--- config.mk ---
export PLATFORM = sky130hd
export DESIGN_NAME = uart_frame_assembler
export DESIGN_NICKNAME = d
export VERILOG_FILES = /design/src/rtl/uart_frame_assembler.sv
export SDC_FILE = /design/constraint.sdc
export NUM_CORES = 1
export LEC_CHECK = 0
export ABC_AREA = 1
export CAP_MARGIN = 20
export CORE_MARGIN = 4
export CORE_UTILIZATION = 40
export CTS_CLUSTER_SIZE = 14
export DETAILED_ROUTE_END_ITERATION = 16
export PLACE_DENSITY = 0.72
export SLEW_MARGIN = 20
export SYNTH_ARGS = -nofsm -noshare
export SYNTH_HDL_FRONTEND = slang
export SYNTH_SLANG_ARGS = --single-unit
--- constraint.sdc ---
create_clock -name i_clk -period 2.1 [get_ports i_clk]
set_input_delay 0.63 -clock i_clk [delete_from_list [all_inputs] [get_ports i_clk]]
set_output_delay 0.63 -clock i_clk [all_outputs]
set_load 0.02 [all_outputs]
--- src/rtl/uart_frame_assembler.sv ---
// Collects UART RX bytes (low byte first) into a flat frame of signed words and holds the frame
// behind a valid/ack handshake; flags inter-byte timeouts and bytes dropped while a frame is held.
module uart_frame_assembler #(
    parameter int unsigned FFT_SIZE       = 16,
    parameter int unsigned WORD_SIZE      = 16,
    parameter int unsigned DATA_LENGTH    = 8,
    parameter int unsigned TIMEOUT_CYCLES = 20000,
    localparam int unsigned BPF           = FFT_SIZE * WORD_SIZE / DATA_LENGTH,
    localparam int unsigned CNT_W         = $clog2(BPF + 1)
) (
    input  logic                          i_clk,
    input  logic                          i_rst_n,
    input  logic [DATA_LENGTH-1:0]        i_byte,
    input  logic                          i_byte_valid,
    input  logic                          i_frame_ack,
    output logic [FFT_SIZE*WORD_SIZE-1:0] o_frame,
    output logic                          o_frame_valid,
    output logic [CNT_W-1:0]              o_byte_count,
    output logic                          o_timeout,
    output logic                          o_overflow
);

    localparam int unsigned IDLE_W = $clog2(TIMEOUT_CYCLES + 1);

    typedef enum logic [1:0] {
        StIdle,
        StCollect,
        StFull
    } state_e;

    state_e            state;
    logic [IDLE_W-1:0] idle_cnt;

    // Word size is a whole number of bytes, so byte n lands at bit n*DATA_LENGTH of the flat bus.
    always_ff @(posedge i_clk or negedge i_rst_n) begin
        if (!i_rst_n) begin
            state         <= StIdle;
            o_frame       <= '0;
            o_frame_valid <= 1'b0;
            o_byte_count  <= '0;
            o_timeout     <= 1'b0;
            o_overflow    <= 1'b0;
            idle_cnt      <= '0;
        end else begin
            o_timeout <= 1'b0;
            unique case (state)
                StIdle: begin
                    idle_cnt <= '0;
                    if (i_byte_valid) begin
                        o_frame[0 +: DATA_LENGTH] <= i_byte;
                        o_byte_count              <= CNT_W'(1);
                        state                     <= StCollect;
                    end
                end
                StCollect: begin
                    if (i_byte_valid) begin
                        o_frame[o_byte_count * DATA_LENGTH +: DATA_LENGTH] <= i_byte;
                        o_byte_count <= o_byte_count + 1'b1;
                        idle_cnt     <= '0;
                        if (o_byte_count == CNT_W'(BPF - 1)) begin
                            o_frame_valid <= 1'b1;
                            state         <= StFull;
                        end
                    end else if (idle_cnt >= IDLE_W'(TIMEOUT_CYCLES - 1)) begin
                        // This is the TIMEOUT_CYCLES-th idle clock: abandon the partial frame.
                        o_timeout    <= 1'b1;
                        o_byte_count <= '0;
                        idle_cnt     <= '0;
                        state        <= StIdle;
                    end else begin
                        idle_cnt <= idle_cnt + 1'b1;
                    end
                end
                StFull: begin
                    idle_cnt <= '0;
                    if (i_frame_ack) begin
                        o_frame_valid <= 1'b0;
                        o_overflow    <= 1'b0;
                        if (i_byte_valid) begin
                            o_frame[0 +: DATA_LENGTH] <= i_byte;
                            o_byte_count              <= CNT_W'(1);
                            state                     <= StCollect;
                        end else begin
                            o_byte_count <= '0;
                            state        <= StIdle;
                        end
                    end else if (i_byte_valid) begin
                        o_overflow <= 1'b1;
                    end
                end
                default: state <= StIdle;
            endcase
        end
    end

endmodule
* Yosys cells after proc, flatten, opt, wreduce, memory -nomap -nowiden
Cells that the tools add are included.
Cells by class: order comparisons 1, add/subtract/negate cells 3, shift-type cells 2, reduce and logical (&&, ||, !) cells 12, equality and inequality tests 9, multiplexer cells 30
Operators by type and width (count):
- $bwmux W256 | 1
- $shift A8 B34 Y256 const A | 1
- $shiftx A8 B34 Y256 | 1
- $neg A9 Y34 | 1
- $mux W15 | 2
- $pmux W15 S2 | 1
- $mux W6 | 4
- $mux W8 | 3
- $pmux W8 S3 | 1
- $pmux W6 S3 | 1
- $add A15 B1 Y15 const B | 1
- $ge A15 B15 Y1 const B | 1
- $reduce_and A4 Y1 | 3
- $mux W1 | 10
- $mux W2 | 5
- $ne A2 B2 Y1 const B | 4
- $add A6 B1 Y6 const B | 1
- $eq A6 B5 Y1 const B | 1
- $ne A3 B3 Y1 const B | 2
- $pmux W2 S3 | 1
- $reduce_bool A2 Y1 | 3
- $reduce_and A2 Y1 | 2
- $reduce_and A3 Y1 | 1
- $reduce_bool A3 Y1 | 1
- 5 further kinds | 5
Storage, ports and cells: output and inout bits 265, input bits 12, logic and storage cells 65, register bits 282

* Depth between registers and ports, before layout
depth after elaboration 5, depth in mapped cells 14, mapped depth without buffers 11

* Worst setup path before layout
Ideal clock, no wire load.
path kind reg-to-reg, start point register o_byte_count[0], end point register o_frame[101], buffers on the path 2, period minus slack after synthesis 2299 ps, arrival time 2171 ps, library setup time 127 ps, required time 1973 ps, cell stages (with the launch flop) 11, setup slack -199 ps, cells stage by stage dfrtp_1 -> inv_1 -> ha_1 -> nor2_1 -> nand4_1 -> nor2_1 -> buf_2 -> nand2_2 -> buf_2 -> nand2_1 -> o21ai_0
On the way: cells in the longest elaborated chain, start to end 3, elaborated cells on any way between the ends 4, those cells by class add/sub (1); shift (2); mux (1)
Ends and longest elaborated chain:
- start, declared | line 18 | output logic [CNT_W-1:0] o_byte_count,
- start signal, assigned | line 58 | o_byte_count <= o_byte_count + 1'b1;
- $neg A9 Y34 (*) | line 57 | o_frame[o_byte_count * DATA_LENGTH +: DATA_LENGTH] <= i_byte;
- $shiftx A8 B34 Y256 or $shift A8 B34 Y256 (tied branches) | line 57
- $bwmux W256 (*) | line 57
- end signal, assigned by index | line 50 | o_frame[0 +: DATA_LENGTH] <= i_byte;
- end signal, assigned by index | line 57
- end signal, assigned by index | line 80 | o_frame[0 +: DATA_LENGTH] <= i_byte;
- end, declared | line 16 | output logic [FFT_SIZE*WORD_SIZE-1:0] o_frame,
Mark *: on every way between the ends. The rest lies on a longest branch, timed or not. A chain may end at the register's enable or synchronous reset.

* Final worst setup path
start point register o_byte_count[3], end point output o_byte_count[3]
No word-level cell between the ends.

==> summary.md <==
| Metric | Value |
|---|---|
| DRT Pass-1 Iters | 5 |
| Flop2flop setup slack | 0.07 ns |
| Initial core utilization | 0.4096 |
| Final clock skew | 0.01438 ns |
| Vias post-DR | 12,050 |
| Setup violations, final | 0 |
| Pre-CTS WS | -0.4366 ns |
| Total of max-cap violations | 0 |
| Io pins | 277 |
| Syn nets | 1,513 |
| Switching power total | 6.303 mW |
| First-pass GRT wire length | 65.83 mm |
| Main synth FF type | dfrtp_1 |
| Fmax | 490.9 MHz |
| Routed WL | 42.61 mm |
| Vias per inst | 5.274 |
| Post-synth top area cell | dfrtp_1 |
| Die Ht | 185.7 µm |
| Routed wire per std cell | 18.65 µm |
| Net Sw Frac | 0.3658 |
| Max Slew Vio Count | 0 |
| Hold Path Depth | 2 |
| EDFF count, synth | 0 |
| Vias in the first global route | 11,710 |
| CP required | 1.47 ns |
| CP Cell Sequence | buf_4, clkdlybuf4s15_2 |
| CP arrival | 1.41 ns |
| Hold Crit Endpoint | o_frame[48] |
| CTS tree | yes |
| Post-route ant nets | 0 |
| Final WS setup | 0.06286 ns |
| Syn_area_per_cell | 8.463 µm² |
| Layout Nets | 1,887 |
| Mapped Area | 12,630 µm² |
| Most frequent cells in the layout | nand2_1, dfrtp_1, dlygate4sd2_1 |
| Slowest stage cell, crit path | dfrtp_1 |
| Async SR Flop Fraction | 1.000 |
| RSZ-0062 raised after global routing | true |
| R2R depth | 9 |
| Internal power | 10.93 mW |
| Synthesized flop and latch total | 282 |
| CP endpoint kind | output pin |
| 1st-iter DRT viols | 1,077 |
| Cell Pwr Density | 963.8 nW/µm² |
| HP Start | o_frame[48] |
| Clk_lat worst skew | 0.55 ns |
| Min Tclk post-route | 2.037 ns |
| WHS | 0.4691 ns |
| Synth top area share | 0.5589 |
| Startpoint Class | flop |
| Hold Path Class | flop to flop |
| Max_slew headroom | 0.7043 |
| Routability cong. | 0.8884 |
| Root Buffer | clkbuf_16 |
| Pin count of the biggest net entering global routing | 87 |
| Gr ovfl total | 0 |
| Port bufs | 276 |
| Clock buffer count from CTS | 30 |
| Flop pwr share | 0.335 |
| Die area | 34,480 µm² |
| Post-route insts no fill | 2,285 |
| Final Hold Viols | 0 |
| Gate power share | 0.334 |
| HPWL after DPL | 30.77 mm |
| FP Rows | 64 |
| Tightest Pin Transition | 0.4436 ns |
| Initial antenna violation count | 0 |
| Die width | 185.7 µm |
| Reg-to-Reg End | o_frame[11] |
| Leakage power | 9.576 nW |
| Final Cycle Share | 0.9701 |
| Post-Synthesis Cells | 1,492 |
| RR Startpoint | o_byte_count[1] |
| Total GRT Usage | 0.2381 |
| Run status | completed |
| N_diodes | 0 |
| Netlist cell types | 36 |
| Clk buf depth | 3 |
| Peak fanout along the critical path | 4 |
| Clock Power Share | 0.331 |
| Synth Warn # | 0 |
| Seq/Total Area, Yosys | 0.5589 |
| Residual DRC | 0 |
| Synth top area cells | dfrtp_1, nand2_1, o21ai_0 |
| Clock Pin Slew Worst Setup and Hold Paths | 0.06 ns |
| # placed instances | 2,212 |
| CP max stage delay | 0.43 ns |
| CTS sink count | 282 |
| Peak supply drop | 760.1 µV |
| Commonest non-fill, non-tap cell in the layout | nand2_1 |
| Fraction of layout cells with a size suffix above 1 | 0.1445 |
| Syn-to-layout area delta | 41.61% |
| Critical path class | flop to output pin |
| Core area | 30,830 µm² |
| CTS H-tree depth | 1 |
-- flip-flops by register name (all words and copies together), names as in the netlist --
register / flops
o_frame: 256
idle_cnt: 15
o_byte_count: 6
state: 2
o_frame_valid: 1
o_overflow: 1
o_timeout: 1
-- how the worst max path moves through the flow --
stage | slack, ns | cells after the start | start | to
floorplan | -0.02 | 10 | o_byte_count[0] | o_frame[101]
global placement | -0.35 | 8 | i_byte_valid | o_frame[237]
detailed placement | -0.44 | 8 | i_byte_valid | o_frame[237]
CTS | 0.0009 | 2 | o_byte_count[4] | o_byte_count[4]
global route | -0.06 | 8 | o_byte_count[1] | o_frame[14]
finish | 0.06 | 2 | o_byte_count[3] | o_byte_count[3]
-- cells in the mapped netlist, types with 2 or more instances --
cell type    n
clkbuf_1    37
nand2_2      9
inv_2        5
nand2_1    461
xor2_1       6
nand3_1    154
buf_2       34
o21ai_1     24
buf_4        7
nor2_1      88
o22ai_1      9
ha_1         9
inv_1       80
xnor2_1      2
a21oi_1      4
nor2_2       3
nor2_4       4
dfrtp_1    282
o21ai_0    163
buf_1        5
nor3_1       6
nand3_2      3
o21bai_1     2
nand4_1     83
-- cells by family (layout without fill, tap and decap cells) --
group                      count (synthesis)  count (layout)  share of synthesized area
xor gates and xnor gates                   9               9                   0.007729
muxes                                      1               1                  0.0007927
DFF                                      282             282                     0.5589
AOI/OAI and AO/OA                        204             204                    0.08294
and+or+nand+nor                          816             816                     0.2837
buffers and inverters                    171             568                    0.05707
adders and majority gates                  9               9                   0.008918
-- timing repair --
action	in CTS	in global routing
hold buffers	1	0
endpoints found under the hold margin	27	0
setup endpoints to repair	448	247
resized for setup	279	84
gates cloned	0	3
setup buffers	5	9
pin swaps	4	7
-- critical path: cells and delay by family, from the launching register on --
family	cells	cell delay, ns
DFF	1	0.43
buffers and inverters	2	0.42
-- stage by stage --
step / util / TNS [ns] / instance area [µm²] / power (mW)
after floorplan: - / -0.06171 / 12650 / 8.903
after global placement: 0.5426 / -50.13 / 16730 / 11.09
after detailed placement: 0.5426 / -56.44 / 16730 / 11.15
after CTS: 0.5699 / 0 / 17570 / 16.84
after global routing: 0.5800 / -0.3972 / 17880 / 18.04
final: 0.5800 / 0 / 17880 / 17.23
-- layout make-up --
cell class | instances | area [µm²]
Clock buffer | 41 | 903.4
Clock inverter | 14 | 175.2
Fill cell | 2727 | 12950
Inverter | 87 | 334.1
Multi-Input combinational cell | 1039 | 5027
Sequential cell | 282 | 7061
Tap cell | 396 | 495.5
Timing Repair Buffer | 426 | 3885
-- power by group through the flow --
| stage | clock network, mW | registers, mW | logic (mW) |
|---|---|---|---|
| global placement | 0 | 5.86 | 5.23 |
| detailed placement | 0 | 5.86 | 5.30 |
| finish | 5.70 | 5.77 | 5.76 |
| floorplan | 0 | 6.06 | 2.84 |
| global route | 6.01 | 5.79 | 6.23 |
| CTS | 5.79 | 5.76 | 5.29 |
-- routing by layer --
layer / vias up / wire length (µm) / track usage / share of wire
met1: 5806 / 18160 / 0.3274 / 0.43
met5: - / 0 / 0 / 0
met3: 60 / 3351 / 0.04495 / 0.079
met2: 485 / 20170 / 0.3974 / 0.47
li1: 5701 / - / - / -
met4: 0 / 927 / 0.05042 / 0.022
(Power assumes the default switching activity.)
